### config.mk
export PLATFORM = sky130hd
export DESIGN_NAME = mem_bus_responder
export DESIGN_NICKNAME = d
export VERILOG_FILES = /design/src/rtl/mem_bus_responder.sv
export SDC_FILE = /design/constraint.sdc
export NUM_CORES = 2
export LEC_CHECK = 0
export BUFFER_PORTS_ARGS = -buffer_cell sky130_fd_sc_hd__buf_2
export CORE_MARGIN = 4
export CORE_UTILIZATION = 45
export CTS_CLUSTER_SIZE = 24
export DETAILED_ROUTE_END_ITERATION = 10
export GPL_TIMING_DRIVEN = 1
export PLACE_DENSITY = 0.64
export SLEW_MARGIN = 20
export SYNTH_ARGS = -nofsm -noshare
export SYNTH_HDL_FRONTEND = slang
export SYNTH_SLANG_ARGS = --single-unit
### constraint.sdc
create_clock -name clk -period 6.1 [get_ports clk]
set_clock_uncertainty 0.15 [all_clocks]
set_input_delay 0 -clock clk [delete_from_list [all_inputs] [get_ports clk]]
set_output_delay 0 -clock clk [all_outputs]
set_load 0.02 [all_outputs]
### src/rtl/mem_bus_responder.sv
// Memory-side bus responder: one read or write per handshake, with programmable wait states
// and a registered drive enable for read data onto the shared board bus.
module mem_bus_responder #(
    parameter int unsigned ADDR_W      = 8,
    parameter int unsigned DATA_W      = 16,
    parameter int unsigned WAIT_STATES = 1
) (
    input  logic              clk,
    input  logic              reset,
    input  logic              req,
    input  logic              MemWrite,
    input  logic [ADDR_W-1:0] Adr,
    input  logic [DATA_W-1:0] wdata,
    output logic [DATA_W-1:0] rdata,
    output logic              rdata_oe,
    output logic              ready,
    output logic              busy
);
    localparam int unsigned Depth = 2 ** ADDR_W;

    typedef enum logic [1:0] {StIdle, StWait, StDone, StTurn} state_e;

    state_e            state_q, state_d;
    logic [3:0]        cnt_q, cnt_d;
    logic              we_q, we_d;
    logic [ADDR_W-1:0] adr_q, adr_d;
    logic [DATA_W-1:0] wdata_q, wdata_d;
    logic [DATA_W-1:0] rdata_q, rdata_d;
    logic              ready_q, ready_d;
    logic              oe_q, oe_d;
    logic              busy_q, busy_d;
    logic              enter_done;
    logic              mem_we;

    logic [DATA_W-1:0] mem [Depth];

    always_comb begin
        state_d = state_q;
        cnt_d   = cnt_q;
        we_d    = we_q;
        adr_d   = adr_q;
        wdata_d = wdata_q;
        unique case (state_q)
            StIdle: begin
                if (req) begin
                    we_d    = MemWrite;
                    adr_d   = Adr;
                    wdata_d = wdata;
                    cnt_d   = 4'(WAIT_STATES);
                    state_d = (WAIT_STATES == 0) ? StDone : StWait;
                end
            end
            StWait: begin
                cnt_d = cnt_q - 4'd1;
                if (cnt_q == 4'd1) begin
                    state_d = StDone;
                end
            end
            StDone:  state_d = StTurn;
            StTurn:  state_d = StIdle;
            default: state_d = StIdle;
        endcase
    end

    // The access commits on the edge that enters DONE, using the values latched for it
    // (the *_d copies cover the zero-wait case where capture and commit share one edge).
    always_comb begin
        enter_done = (state_d == StDone) && (state_q != StDone);
        mem_we     = reset && enter_done && we_d;
        rdata_d    = (enter_done && !we_d) ? mem[adr_d] : rdata_q;
        ready_d    = enter_done;
        oe_d       = enter_done && !we_d;
        busy_d     = (state_d != StIdle);
    end

    always_ff @(posedge clk or negedge reset) begin
        if (!reset) begin
            state_q <= StIdle;
            cnt_q   <= '0;
            we_q    <= 1'b0;
            adr_q   <= '0;
            wdata_q <= '0;
            rdata_q <= '0;
            ready_q <= 1'b0;
            oe_q    <= 1'b0;
            busy_q  <= 1'b0;
        end else begin
            state_q <= state_d;
            cnt_q   <= cnt_d;
            we_q    <= we_d;
            adr_q   <= adr_d;
            wdata_q <= wdata_d;
            rdata_q <= rdata_d;
            ready_q <= ready_d;
            oe_q    <= oe_d;
            busy_q  <= busy_d;
        end
    end

    // Storage is deliberately left out of reset.
    always_ff @(posedge clk) begin
        if (mem_we) begin
            mem[adr_d] <= wdata_d;
        end
    end

    assign rdata    = rdata_q;
    assign rdata_oe = oe_q;
    assign ready    = ready_q;
    assign busy     = busy_q;

endmodule

Word-level counts from Yosys, hierarchy flattened --
Memories as Yosys holds them, arrays and structs flattened. A register that Yosys moved wholly into a read port is not among the register bits. Index checks and enable logic that the tools add are counted.
Cells by class: add/subtract/negate cells 1, eq/ne operators 7, mux-type cells 13, reductions and logical operators 10
Operators by type and width (count):
- $mux W16 | 2
- $mux W8 | 2
- $pmux W2 S4 | 1
- $pmux W4 S2 | 1
- $eq A2 B2 Y1 const B | 3
- $eq A4 B1 Y1 const B | 1
- $logic_and A1 B1 Y1 | 4
- $mux W1 | 4
- $mux W2 | 2
- $mux W4 | 1
- $ne A2 B2 Y1 const B | 2
- $reduce_bool A2 Y1 | 2
- $sub A4 B1 Y4 const B | 1
- $eq A2 B1 Y1 const B | 1
- $logic_not A1 Y1 | 2
- $logic_not A2 Y1 | 1
- $reduce_and A2 Y1 | 1
Storage, ports and cells: flip-flop bits (word level) 34, RAM bits 4096, input port bits 28, output and inout port bits 19, logic and storage cells 40, memories kept 1
Memory list:
- mem | depth 256, bits a word 16, read ports 1, clocked after Yosys merged registers in 1, wr ports 1, RTL line 35 | logic [DATA_W-1:0] mem [Depth];

Logic depth before layout (Yosys ltp) --
depth after elaboration 9, depth in mapped cells 17, depth with buffers taken out 10

Worst setup path before layout --
Ideal clock, no wire load.
kind register to register, from register state_q[1], to memory mem[0][10] (data pin), setup time 0.825 ns, arrival 4.901 ns, path slack 0.224 ns, stages on the path, launching flop included 11, clock period less this slack 5.876 ns, cells stage by stage dfrtp_1 -> buf_6 -> or3b_1 -> buf_4 -> buf_6 -> buf_2 -> buf_2 -> buf_1 -> buf_1 -> nand2_1 -> nand2_1
Between the ends: longest elaborated chain between the ends 2
Ends and longest elaborated chain:
- start: declaration | RTL line 23 | state_e state_q, state_d;
- start signal: assignment | RTL line 78 | state_q <= StIdle;
- start signal: assignment | RTL line 88 | state_q <= state_d;
- $logic_not A2 Y1 | RTL line 43 | unique case (state_q)
- $mux W16 | RTL line 43
- named net wdata_d[10] | RTL line 27 | logic [DATA_W-1:0] wdata_q, wdata_d;
- end: declaration | RTL line 35
The timed path passes the listed nets, and every way through them passes these cells.

Worst setup path in the final report --
from register state_q[1], to register rdata_q[7] (netlist: rdata[7]), read port of mem
Between the ends: longest elaborated chain between the ends 5, elaborated cells between the ends (all ways) 14
Ends and longest elaborated chain:
- $eq A2 B2 Y1, or another cell as far along | RTL line 43
- $pmux W2 S4 | RTL line 43
- $eq A2 B2 Y1 | RTL line 68 | enter_done = (state_d == StDone) && (state_q != StDone);
- $logic_and A1 B1 Y1 | RTL line 68
- $logic_and A1 B1 Y1 | RTL line 70 | rdata_d = (enter_done && !we_d) ? mem[adr_d] : rdata_q;
- end: declaration | RTL line 28 | logic [DATA_W-1:0] rdata_q, rdata_d;
Several ways; a longest one is shown, not always the timed one. A chain may end at the register's enable or synchronous reset.

==> results.py <==
metrics = {
    "run_status": {
        "status": "finished clean",
    },
    "sta": {
        "tightestPinTransition_ns": 1.22,
        "worst_slack_ns": 0.442,
        "finalCritPeriodShare": 0.928,
        "finalMaxSlewViolations": 0,
        "grt_setup_unrepaired": "no",
        "hold-worst-slack_ns": 0.0158,
        "period_minus_slack_ns": 5.66,
        "relSlewSlack": 0.176,
        "max_freq_mhz": 177,
        "setup_tns_ns": 0,
        "hold_viol_final": 0,
        "setup_viol": 0,
    },
    "critical_path": {
        "critPathArrivalTime_ns": 6.36,
        "crit_path_cell_trace": "or3b_4, a21oi_4, inv_16, buf_12, mux4_2, a2111oi_0, nand3_1, nand3_1, nand3_1, o22a_1",
        "critical_path_class": "flop to flop",
        "worstReg2RegStart": "state_q[1]$_DFF_PN0_",
        "cp-start-kind": "flop",
        "rr_worst_depth": 10,
        "r2r-end": "rdata[7]$_DFFE_PN0P_",
        "worst_path_max_delay_cell": "a2111oi_0",
        "rrSetupSlack_ns": 0.44,
        "cp_common_cell": "nand3_1",
        "cp.required_ns": 6.80,
        "max_stage_delay_ns": 0.70,
        "endpoint_kind": "flop",
        "crit_fanout": 119,
    },
    "clock_tree": {
        "cts_buffers": 413,
        "clock_path_buffers": 4,
        "cts-root-buf": "clkbuf_16",
        "cts_tree": "yes",
        "clock_latency_ns": 1.00,
        "htree_levels": 5,
        "cts_sinks": 4146,
        "path_clk_slew_ns": 0.07,
        "cts-resized-gates": 0,
    },
    "pwr": {
        "cellPowerDensity_nw_per_um2": 539,
        "p_leak_nw": 63.1,
        "ir_worst_vdd_mv": 0.784,
        "power_mw": 101,
    },
    "synth": {
        "synth-seq-cells": 4146,
        "netlist_instances": 11498,
        "async_flop_share": 0.0121,
        "synth_fp_nets": 11528,
        "synth.avg_cell_area_um2": 14.2,
        "synth.distinct_cells": 83,
        "yosys_most_used_dff": "edfxtp_1",
        "yosys.area.top_type_share": 0.753,
        "synth_area_um2": 163000,
        "ys_seq_area_frac": 0.760,
        "synth_top_area_cell": "edfxtp_1",
        "yosysWarnings": 0,
        "synth_area_leaders": "edfxtp_1 75%, nand2_1 6.8%, nand3_1 4.3%",
        "synth_edf_count": 4096,
    },
    "floorplan": {
        "io_pins": 47,
        "dieArea_um2": 373000,
        "die_h_um": 611,
        "initial_core_util": 0.452,
        "coreArea_um2": 362000,
        "die_w_um": 611,
        "rows": 221,
    },
    "route": {
        "drt_pre_antenna_iters": 6,
        "drt_iter0_markers": 17384,
        "wl_per_cell_um": 32.4,
        "met2WireLength_mm": 244,
        "top_layer_used": "met5",
        "vias_per_cell": 6.25,
        "drt-met1-wl_mm": 196,
        "vias": 106949,
        "dr_wl_met3_mm": 78.2,
        "drc": 0,
        "ant_nets": 0,
        "routed_wl_mm": 555,
    },
    "global_routing": {
        "grt_max_degree": 167,
        "grt_pass1_wl_mm": 770,
        "grt_pass1_vias": 99600,
        "overflow": 0,
        "antenna_found_initial": 42,
        "grt_use_total": 0.290,
    },
    "placed_design": {
        "place_area_um2": 173000,
        "pre_cts_ws_ns": 0.596,
        "gp_congestion": 0.986,
        "dpl.hpwl_mm": 338,
        "numPortBuffers": 46,
    },
    "layout": {
        "design_area_um2": 187000,
        "fin_nets": 11961,
        "drive_gt1_frac": 0.135,
        "syn_to_final_growth_pct": 14.6,
    },
    "run": {
        "maxCapViolCount": 0,
    },
    "hold_path": {
        "holdCritPathClass": "input pin to flop",
        "whs_endpoint": "wdata_q[15]$_DFF_PN0_",
        "min_path_cells": 5,
        "min-delay-start": "wdata[15]",
    },
}
-- state kept, by name, indices dropped and copies added, names as in the netlist --
signal    flops
adr_q         8
busy          1
cnt_q         4
mem        4096
rdata        16
rdata_oe      1
ready         1
state_q       2
wdata_q      16
we_q          1
-- metal layers --
layer  vias up  global-route usage
li1      43930                   -
met1     53659               0.379
met2      7924               0.428
met3      1416              0.0961
met4        20               0.157
met5         -            0.000904
-- worst max-delay path, delay by kind of cell, from the launching register on --
kind	cells	cell delay, ns
AO/OA/AOI/OAI	3	1.30
flip-flops	1	0.51
multiplexers	1	0.56
buffers and inverters	2	1.09
AND/OR/NAND/NOR	4	1.65
-- cells by family (layout without fill, tap and decap cells) --
| family | count (synthesis) | count (layout) | synth area share |
|---|---|---|---|
| and+or+nand+nor | 5037 | 5037 | 0.131 |
| DFF | 4146 | 4146 | 0.760 |
| buffers and inverters | 745 | 1521 | 0.0217 |
| adders and majority gates | 2 | 2 | 0.000153 |
| muxes | 563 | 563 | 0.0452 |
| AOI/OAI and AO/OA | 1005 | 1005 | 0.0415 |
| other | 0 | 31 | 0 |
-- worst max path at each step --
stage,from,endpoint,slack [ns],depth (start not counted)
detailed placement,state_q[0]$_DFF_PN0_,rdata[7]$_DFFE_PN0P_,0.60,10
finish,state_q[1]$_DFF_PN0_,rdata[7]$_DFFE_PN0P_,0.44,10
global placement,state_q[0]$_DFF_PN0_,rdata[5]$_DFFE_PN0P_,0.35,13
floorplan,state_q[1]$_DFF_PN0_,mem[0][10]$_DFFE_PP_,0.22,10
global route,state_q[0]$_DFF_PN0_,rdata[7]$_DFFE_PN0P_,0.37,10
CTS,state_q[0]$_DFF_PN0_,rdata[7]$_DFFE_PN0P_,0.56,10
-- Yosys cell counts, types with 26 or more instances --
cell type     n
o221ai_1     26
a21oi_1     304
buf_1        79
o21ai_0      67
nor4_1       44
a22oi_1      55
a311oi_1     56
and3_1      100
nand3_1    1389
a211oi_1     72
inv_1        26
dfrtp_1      50
nand2_1    2975
o2111ai_1    36
nand4_1      82
clkbuf_1    176
a32oi_1      52
nor2_1      369
edfxtp_1   4096
o22ai_1      47
mux4_2      137
buf_2       417
a31oi_1     140
mux2i_1     416
-- metrics by stage --
stage | instances | util
2_1_floorplan | 11498 | -
3_3_place_gp | 16276 | 0.478
3_5_place_dp | 16277 | 0.478
4_1_cts | 17067 | 0.517
5_1_grt | 17076 | 0.517
6_report | 17099 | 0.517
-- placed cells by master, fill, tap and decap left out, types with 17 or more instances in the layout --
master,instances
edfxtp_1,4096
nand2_1,2951
nand3_1,1388
buf_4,568
clkbuf_16,420
mux2i_1,409
a21oi_1,303
nor2_1,242
a31oi_1,140
mux4_2,137
nor2_2,111
and3_1,100
buf_12,85
clkinv_2,83
nand4_1,82
clkbuf_1,77
clkinv_1,76
a211oi_1,72
o21ai_0,66
a22oi_1,55
a311oi_1,54
bufinv_16,54
a32oi_1,52
dfrtp_1,50
o22ai_1,47
buf_2,45
nor4_1,37
o2111ai_1,36
dlygate4sd3_1,32
diode_2,31
o221ai_1,26
inv_1,25
a221oi_1,23
nor3_1,20
o211ai_1,20
nor2_4,17
-- final cells by class --
type                            instances  area, um^2
Inverter                               31         150
Tap cell                             4794        6000
Clock inverter                        246        2840
Multi-Input combinational cell       6607       36400
Fill cell                           29281      175000
Antenna cell                           31        77.6
Timing Repair Buffer                  732        6530
Clock buffer                          512       11000
Sequential cell                      4146      124000
-- report_power, final --
part           leakage (nW)  switching (mW)  internal, mW
Combinational          18.7            28.8          9.11
Sequential             37.7           0.310          36.5
Clock                  6.77            11.0          15.1
Total                  63.1            40.1          60.7
-- timing repair --
item,in CTS,in global routing
hold buffers,32,0
hold endpoints to repair,1440,0
setup buffers,0,0
(Power assumes the default switching activity.)
